<file path="src/rtl/serial_stim_capture_if.sv">
// Handshake and serial-target signals of the stimulus/capture engine.
// The master side is the host plus the serial target (it drives z).
// The slave side is the engine.
interface serial_stim_capture_if #(
  parameter int unsigned WIDTH = 8
);
  logic             start_valid;
  logic             start_ready;
  logic [WIDTH-1:0] pattern;
  logic             x;
  logic             x_en;
  logic             z;
  logic             busy;
  logic             resp_valid;
  logic [WIDTH-1:0] resp;
  logic             resp_ready;

  modport master (
    output start_valid, pattern, resp_ready, z,
    input  start_ready, x, x_en, busy, resp_valid, resp
  );

  modport slave (
    input  start_valid, pattern, resp_ready, z,
    output start_ready, x, x_en, busy, resp_valid, resp
  );
endinterface

</file>
<file path="src/rtl/serial_stim_capture.sv">
// Serial stimulus-and-capture engine.
// Shifts a WIDTH-bit pattern out MSB-first on x, one bit per clock.
// Captures the target's z response, delayed by two cycles, into resp.
// Returns resp over a valid/ready handshake.
module serial_stim_capture #(
  parameter int unsigned WIDTH = 8
) (
  input logic             clk,
  input logic             rst,
  serial_stim_capture_if.slave bus
);
  localparam int unsigned CW = $clog2(WIDTH + 2);
  localparam logic [CW-1:0] CNT_W     = CW'(WIDTH);
  localparam logic [CW-1:0] CNT_LAST  = CW'(WIDTH + 1);
  localparam logic [CW-1:0] CNT_CAP0  = CW'(2);

  typedef enum logic [1:0] {IDLE, RUN, DONE} state_t;

  state_t           state_q, state_d;
  logic [CW-1:0]    cnt_q, cnt_d;
  logic [WIDTH-1:0] sh_q, sh_d;
  logic [WIDTH-1:0] resp_q, resp_d;
  logic             x_q, x_d;
  logic             xen_q, xen_d;

  // State and datapath registers.  Reset aborts any run, which also drops x.
  always_ff @(posedge clk or negedge rst) begin
    if (!rst) begin
      state_q <= IDLE;
      cnt_q   <= '0;
      sh_q    <= '0;
      resp_q  <= '0;
      x_q     <= 1'b0;
      xen_q   <= 1'b0;
    end else begin
      state_q <= state_d;
      cnt_q   <= cnt_d;
      sh_q    <= sh_d;
      resp_q  <= resp_d;
      x_q     <= x_d;
      xen_q   <= xen_d;
    end
  end

  // Next-state logic.  The drive and capture windows are both keyed off cnt.
  // Capture lags drive by two edges: one edge for the target to sample x,
  // and one edge for z to be captured.
  always_comb begin
    state_d = state_q;
    cnt_d   = cnt_q;
    sh_d    = sh_q;
    resp_d  = resp_q;
    x_d     = 1'b0;
    xen_d   = 1'b0;
    unique case (state_q)
      IDLE: begin
        if (bus.start_valid) begin
          sh_d    = bus.pattern;
          cnt_d   = '0;
          resp_d  = '0;
          state_d = RUN;
        end
      end
      RUN: begin
        if (cnt_q < CNT_W) begin
          x_d   = sh_q[WIDTH-1];
          xen_d = 1'b1;
          sh_d  = {sh_q[WIDTH-2:0], 1'b0};
        end
        if (cnt_q >= CNT_CAP0) begin
          resp_d = {resp_q[WIDTH-2:0], bus.z};
        end
        if (cnt_q == CNT_LAST) begin
          state_d = DONE;
        end else begin
          cnt_d = cnt_q + 1'b1;
        end
      end
      DONE: begin
        if (bus.resp_ready) begin
          state_d = IDLE;
        end
      end
      default: state_d = IDLE;
    endcase
  end

  assign bus.start_ready = (state_q == IDLE);
  assign bus.busy        = (state_q != IDLE);
  assign bus.resp_valid  = (state_q == DONE);
  assign bus.resp        = resp_q;
  assign bus.x           = x_q;
  assign bus.x_en        = xen_q;
endmodule

</file>
<file path="src/flat_wrapper.sv">
// flat-port wrapper written by rule: the top's interface ports become plain ports
module serial_stim_capture_flat 
#(
  parameter int unsigned WIDTH = 8
)
  (clk, rst, bus_start_valid, bus_pattern, bus_resp_ready, bus_z, bus_start_ready, bus_x, bus_x_en, bus_busy, bus_resp_valid, bus_resp);
  serial_stim_capture_if #(.WIDTH(WIDTH)) bus_i ();
  input logic clk;
  input logic rst;
  input wire logic [$bits(bus_i.start_valid)-1:0] bus_start_valid;
  input wire logic [$bits(bus_i.pattern)-1:0] bus_pattern;
  input wire logic [$bits(bus_i.resp_ready)-1:0] bus_resp_ready;
  input wire logic [$bits(bus_i.z)-1:0] bus_z;
  output wire logic [$bits(bus_i.start_ready)-1:0] bus_start_ready;
  output wire logic [$bits(bus_i.x)-1:0] bus_x;
  output wire logic [$bits(bus_i.x_en)-1:0] bus_x_en;
  output wire logic [$bits(bus_i.busy)-1:0] bus_busy;
  output wire logic [$bits(bus_i.resp_valid)-1:0] bus_resp_valid;
  output wire logic [$bits(bus_i.resp)-1:0] bus_resp;
  assign bus_i.start_valid = bus_start_valid;
  assign bus_i.pattern = bus_pattern;
  assign bus_i.resp_ready = bus_resp_ready;
  assign bus_i.z = bus_z;
  assign bus_start_ready = bus_i.start_ready;
  assign bus_x = bus_i.x;
  assign bus_x_en = bus_i.x_en;
  assign bus_busy = bus_i.busy;
  assign bus_resp_valid = bus_i.resp_valid;
  assign bus_resp = bus_i.resp;
  serial_stim_capture #(.WIDTH(WIDTH)) u_core (.clk(clk), .rst(rst), .bus(bus_i));
endmodule
</file>
<file path="config.mk">
export PLATFORM = sky130hd
export DESIGN_NAME = serial_stim_capture_flat
export DESIGN_NICKNAME = d
export VERILOG_FILES = /design/src/rtl/serial_stim_capture_if.sv /design/src/rtl/serial_stim_capture.sv /design/src/flat_wrapper.sv
export SDC_FILE = /design/constraint.sdc
export NUM_CORES = 1
export LEC_CHECK = 0
export BUFFER_PORTS_ARGS = -buffer_cell sky130_fd_sc_hd__buf_4
export CAP_MARGIN = 40
export CORE_MARGIN = 8
export CORE_UTILIZATION = 47
export DETAILED_ROUTE_END_ITERATION = 6
export GPL_TIMING_DRIVEN = 0
export HOLD_SLACK_MARGIN = 0.06
export PLACE_DENSITY_LB_ADDON = 0.3
export SETUP_SLACK_MARGIN = 0.5
export SYNTH_ARGS = -nofsm -noshare
export SYNTH_HDL_FRONTEND = slang
export SYNTH_SLANG_ARGS = --single-unit
</file>
<file path="constraint.sdc">
create_clock -name clk -period 1.4 [get_ports clk]
set_clock_uncertainty 0.15 [all_clocks]
set_input_delay 0.14 -clock clk [delete_from_list [all_inputs] [get_ports clk]]
set_output_delay 0.14 -clock clk [all_outputs]
set_load 0.03 [all_outputs]
</file>
=== Word level (Yosys, flattened, before mapping) ===
Cells that the tools add are included.

* Output and inout bits: 13
* Input bits: 13
* Register bits: 24

* Mux-type cells: 17
* Equal/unequal tests: 9
* Reductions and logical operators: 7
* Add/sub/neg operators: 1
* Order comparisons: 2

{| class="wikitable"
|+ Operator list
! cell !! count
|-
| $mux 8 || 4
|-
| $pmux 8 s2 || 2
|-
| $reduce_and 3->1 || 4
|-
| $mux 4 || 2
|-
| $pmux 4 s2 || 1
|-
| $mux 2 || 3
|-
| $ne 2x1->1 const B || 3
|-
| $ne 2x2->1 const B || 3
|-
| $pmux 2 s3 || 1
|-
| $add 4x1->4 const B || 1
|-
| $eq 4x4->1 const B || 1
|-
| $ge 4x2->1 const B || 1
|-
| $lt 4x4->1 const B || 1
|-
| $mux 1 || 4
|-
| $reduce_bool 2->1 || 2
|-
| $eq 2x1->1 const B || 1
|-
| $eq 2x2->1 const B || 1
|-
| $logic_not 2->1 || 1
|}

=== Depth between registers and ports, before layout ===
* Word-level depth: 3
* Mapped depth: 5
* Gate-level depth less buffers: 5

=== Worst setup path after synthesis ===
Ideal clock, no wire load.

* Path type: reg-to-output
* Start point: register u_core.state_q[0]
* End point: output bus_busy
* Data required time: 1.110 ns
* Slack: -0.247 ns
* Arrival time: 1.357 ns
* Buffers on the path: 1
* Stages on the path, launching flop included: 4
* Path through: dfrtp_1 buf_2 nor2_1 inv_1

* Longest elaborated chain between the ends: 1

{| class="wikitable"
|+ Ends and longest elaborated chain
! element !! RTL line !! text
|-
| start: declaration || serial_stim_capture.sv:19 || <nowiki>state_t state_q, state_d;</nowiki>
|-
| start signal: assignment || serial_stim_capture.sv:36 || <nowiki>state_q <= state_d;</nowiki>
|-
| $reduce_bool 2->1 || serial_stim_capture.sv:89 || <nowiki>assign bus.busy = (state_q != IDLE);</nowiki>
|-
| end: declaration || flat_wrapper.sv:17 || <nowiki>output wire logic [$bits(bus_i.busy)-1:0] bus_busy;</nowiki>
|}

No other way between the ends.

=== Worst setup path in the final report ===
* Start point: register u_core.state_q[1]
* End point: register u_core.sh_q[7]

* Longest elaborated chain between the ends: 3
* Elaborated cells on any way between the ends: 7
* Classes of those cells: eq/ne: 3; mux: 1; reduce/logical: 3

{| class="wikitable"
|+ Ends and longest elaborated chain
! element !! RTL line !! text
|-
| $eq 2x1->1 / $logic_not 2->1 (equally long branches) || serial_stim_capture.sv:55 || <nowiki>unique case (state_q)</nowiki>
|-
| $ne 2x1->1 (no source line), or another cell as far along || - ||
|-
| $reduce_and 3->1 (no source line) || - ||
|-
| end signal: assignment || serial_stim_capture.sv:31 || <nowiki>sh_q <= '0;</nowiki>
|-
| end signal: assignment || serial_stim_capture.sv:38 || <nowiki>sh_q <= sh_d;</nowiki>
|-
| end: declaration || serial_stim_capture.sv:21 || <nowiki>logic [WIDTH-1:0] sh_q, sh_d;</nowiki>
|}

Several ways; a longest one is shown, not always the timed one.
A chain may end at the register's enable or synchronous reset.

==> results.sh <==
export IMPL_hp_class="in -> reg"
export IMPL_worst_slack_ps=-245.9
export IMPL_final_cells=180
export IMPL_cp_slowest_stage_delay_ps=400
export IMPL_gp_congestion=0.7729
export IMPL_cts_buffer_depth=2
export IMPL_slew_headroom=0.7890
export IMPL_status="finished, violations left"
export IMPL_hold_viol=3
export IMPL_rows=18
export IMPL_crit_top_cell="mux2_4"
export IMPL_final_cell_mix="buf_4, dfrtp_1, buf_6"
export IMPL_grt_use_total=0.1393
export IMPL_syn_area_per_cell_um2=12.93
export IMPL_min_period_over_period=1.176
export IMPL_utilization=0.7747
export IMPL_die_area_um2=4398
export IMPL_power_clock_fraction=0.080
export IMPL_clock_root_buffer="clkbuf_4"
export IMPL_area_growth_pct=58.36
export IMPL_yosysWarnings=0
export IMPL_fillers=149
export IMPL_core_um2=2432
export IMPL_p_per_area_nw_per_um2=2511
export IMPL_internal_power_mw=2.933
export IMPL_ys_seq_area_frac=0.5047
export IMPL_switching_power_mw=1.798
export IMPL_antenna_found_initial=0
export IMPL_nNetsFinal=167
export IMPL_crit_path_end_kind="flip-flop"
export IMPL_cts_made_buffers=3
export IMPL_cts_hold_fix_buffers=2
export IMPL_fp_dieW_um=66.32
export IMPL_arrival_ps=1710
export IMPL_p_leak_nw=0.9403
export IMPL_wl_per_cell_um=16.30
export IMPL_rsz0062_at_grt="yes"
export IMPL_placed_cells=147
export IMPL_drt_iter0_markers=62
export IMPL_power_frac_comb=0.661
export IMPL_path_class="reg -> reg"
export IMPL_required_ps=1470
export IMPL_grt_max_degree=25
export IMPL_io_buffers=25
export IMPL_drv_slew=0
export IMPL_cap_violations=0
export IMPL_seqPwrFrac=0.260
export IMPL_n_antenna_cell=0
export IMPL_wl_um=2934
export IMPL_drc_errors=0
export IMPL_grt_first_pass_wirelength_um=4843
export IMPL_holdWs_ps=-109.3
export IMPL_clk_pin_slew_ps=140
export IMPL_min_period_ps=1646
export IMPL_ios=26
export IMPL_ys_ff_latch=24
export IMPL_initial_core_util=0.4892
export IMPL_p_sw_frac=0.3801
export IMPL_path_buf_inv=2
export IMPL_cts_tree="built"
export IMPL_ir_worst_vdd_uv=1854
export IMPL_slowest_stage="dfrtp_1"
export IMPL_worst_pin_slew_ps=316.5
export IMPL_crit_family="multiplexers"
export IMPL_synth_distinct_cells=30
export IMPL_path_cells="buf_6 -> nor2b_4 -> buf_8 -> mux2_4 -> mux2_4"
export IMPL_antenna_left=0
export IMPL_fp_dieH_um=66.32
export IMPL_cp_max_fo=8
export IMPL_critPathLaunchType="flip-flop"
export IMPL_final_common_cell="buf_4"
export IMPL_grt_pass1_vias=1007
export IMPL_first_pass_iters=4
export IMPL_h_tree_depth=1
export IMPL_drt_vias_per_instance=5.317
export IMPL_pre_cts_slack_ps=-254.5
export IMPL_netlist_area_um2=1190
export IMPL_netlist_instances=92
export IMPL_clock_sinks=24
export IMPL_violations="negative hold slack, negative setup slack"
export IMPL_insertion_delay_ps=310
export IMPL_max_clock_freq_ghz=0.6076
export IMPL_vias=957
export IMPL_grt_overflow=0
export IMPL_fin_setup_tns_ps=-3709
export IMPL_drive_gt1_frac=0.6533
export IMPL_setup_viol=22
export IMPL_hpwlAfterDp_um=1685
export IMPL_synth_nets=108
[power by group through the flow]
stage | sequential, mW | combinational [mW] | clock [mW]
after floorplan | 1.44 | 1.38 | 0
after global placement | 1.26 | 2.01 | 0
after detailed placement | 1.28 | 2.07 | 0
after CTS | 1.22 | 2.91 | 0.380
after global routing | 1.27 | 3.31 | 0.414
final | 1.23 | 3.13 | 0.377
[sequential cells by signal, summed over array words and instances (netlist names)]
signal,count
u_core.bus.resp,8
u_core.bus.x,1
u_core.bus.x_en,1
u_core.cnt_q,4
u_core.sh_q,8
u_core.state_q,2
[synth_stat cells, drive strengths merged]
master / number / area [µm²]
dfrtp: 24 / 600.6
mux2: 14 / 202.7
a22o: 9 / 78.83
inv: 5 / 18.77
nand2: 4 / 15.01
nor2: 4 / 15.01
buf: 3 / 27.52
ha: 3 / 37.54
nand2b: 3 / 18.77
nor2b: 3 / 26.27
a21oi: 2 / 21.27
a31o: 2 / 17.52
nand3: 2 / 10.01
o21ai: 2 / 10.01
o22ai: 2 / 12.51
a21o: 1 / 7.510
a31oi: 1 / 6.260
a41oi: 1 / 8.760
and2: 1 / 6.260
and3b: 1 / 8.760
nand3b: 1 / 7.510
nor4: 1 / 6.260
o21ba: 1 / 10.01
o21bai: 1 / 7.510
o41ai: 1 / 8.760
[worst register-to-register path: cells and delay by family (launching register included)]
family	cells	cell delay (ps)
AND/OR/NAND/NOR	1	140
multiplexers	2	580
flip-flops	1	400
buffers and inverters	2	280
[through the flow]
step	total power, mW	hold slack (ps)	instance area [µm²]
final	4.731	-109.3	1884
after global routing	4.992	-127.4	1884
after detailed placement	3.347	-89.39	1461
after CTS	4.504	-115.5	1821
after floorplan	2.822	-305.6	1236
after global placement	3.271	-97.90	1461
[kinds of logic (layout without fill, tap and decap cells)]
logic type | after synthesis | in the layout | share of synthesized area
adders and majority gates | 3 | 3 | 0.03155
and+or+nand+nor | 20 | 20 | 0.09569
muxes | 14 | 14 | 0.1703
DFF | 24 | 24 | 0.5047
buffers and inverters | 8 | 66 | 0.03890
AOI/OAI and AO/OA | 23 | 23 | 0.1588
[layer usage]
layer | track usage | part of all wire | up-vias
met5 | 0 | 0 | -
met4 | 0.02933 | 0.0044 | 0
met3 | 0.05085 | 0.067 | 4
met2 | 0.2413 | 0.52 | 30
met1 | 0.1593 | 0.40 | 470
li1 | - | - | 453
[cell type report]
type                            count  area, µm²  share of cell area
Clock buffer                        4      36.28             0.01926
Sequential cell                    24      604.3              0.3207
Tap cell                           30      37.54             0.01992
Inverter                            5      18.77            0.009960
Buffer                              3      33.78             0.01793
Multi-Input combinational cell     60      679.4              0.3606
Timing Repair Buffer               54      474.2              0.2517
[worst paths after layout]
kind                            slack (ps)            endpoint  depth (start not counted)         startpoint
worst max-delay path                  -250      u_core.sh_q[7]                          5  u_core.state_q[1]
worst min-delay path                  -110  u_core.bus.resp[0]                          2              bus_z
worst max register to register        -250      u_core.sh_q[7]                          5  u_core.state_q[1]
worst min register to register         390      u_core.sh_q[3]                          1     u_core.sh_q[3]
max in group asynchronous              760     u_core.cnt_q[1]                          2                rst
min in group asynchronous               80      u_core.sh_q[4]                          2                rst
[repair_timing]
action                                  in CTS  in global routing
endpoints found under the setup margin      37                 37
gates resized for setup                     33                 10
endpoints found under the hold margin       36                 12
pin swaps                                    6                  7
setup buffers                               23                  4
Power figures use the tool's default switching activity.
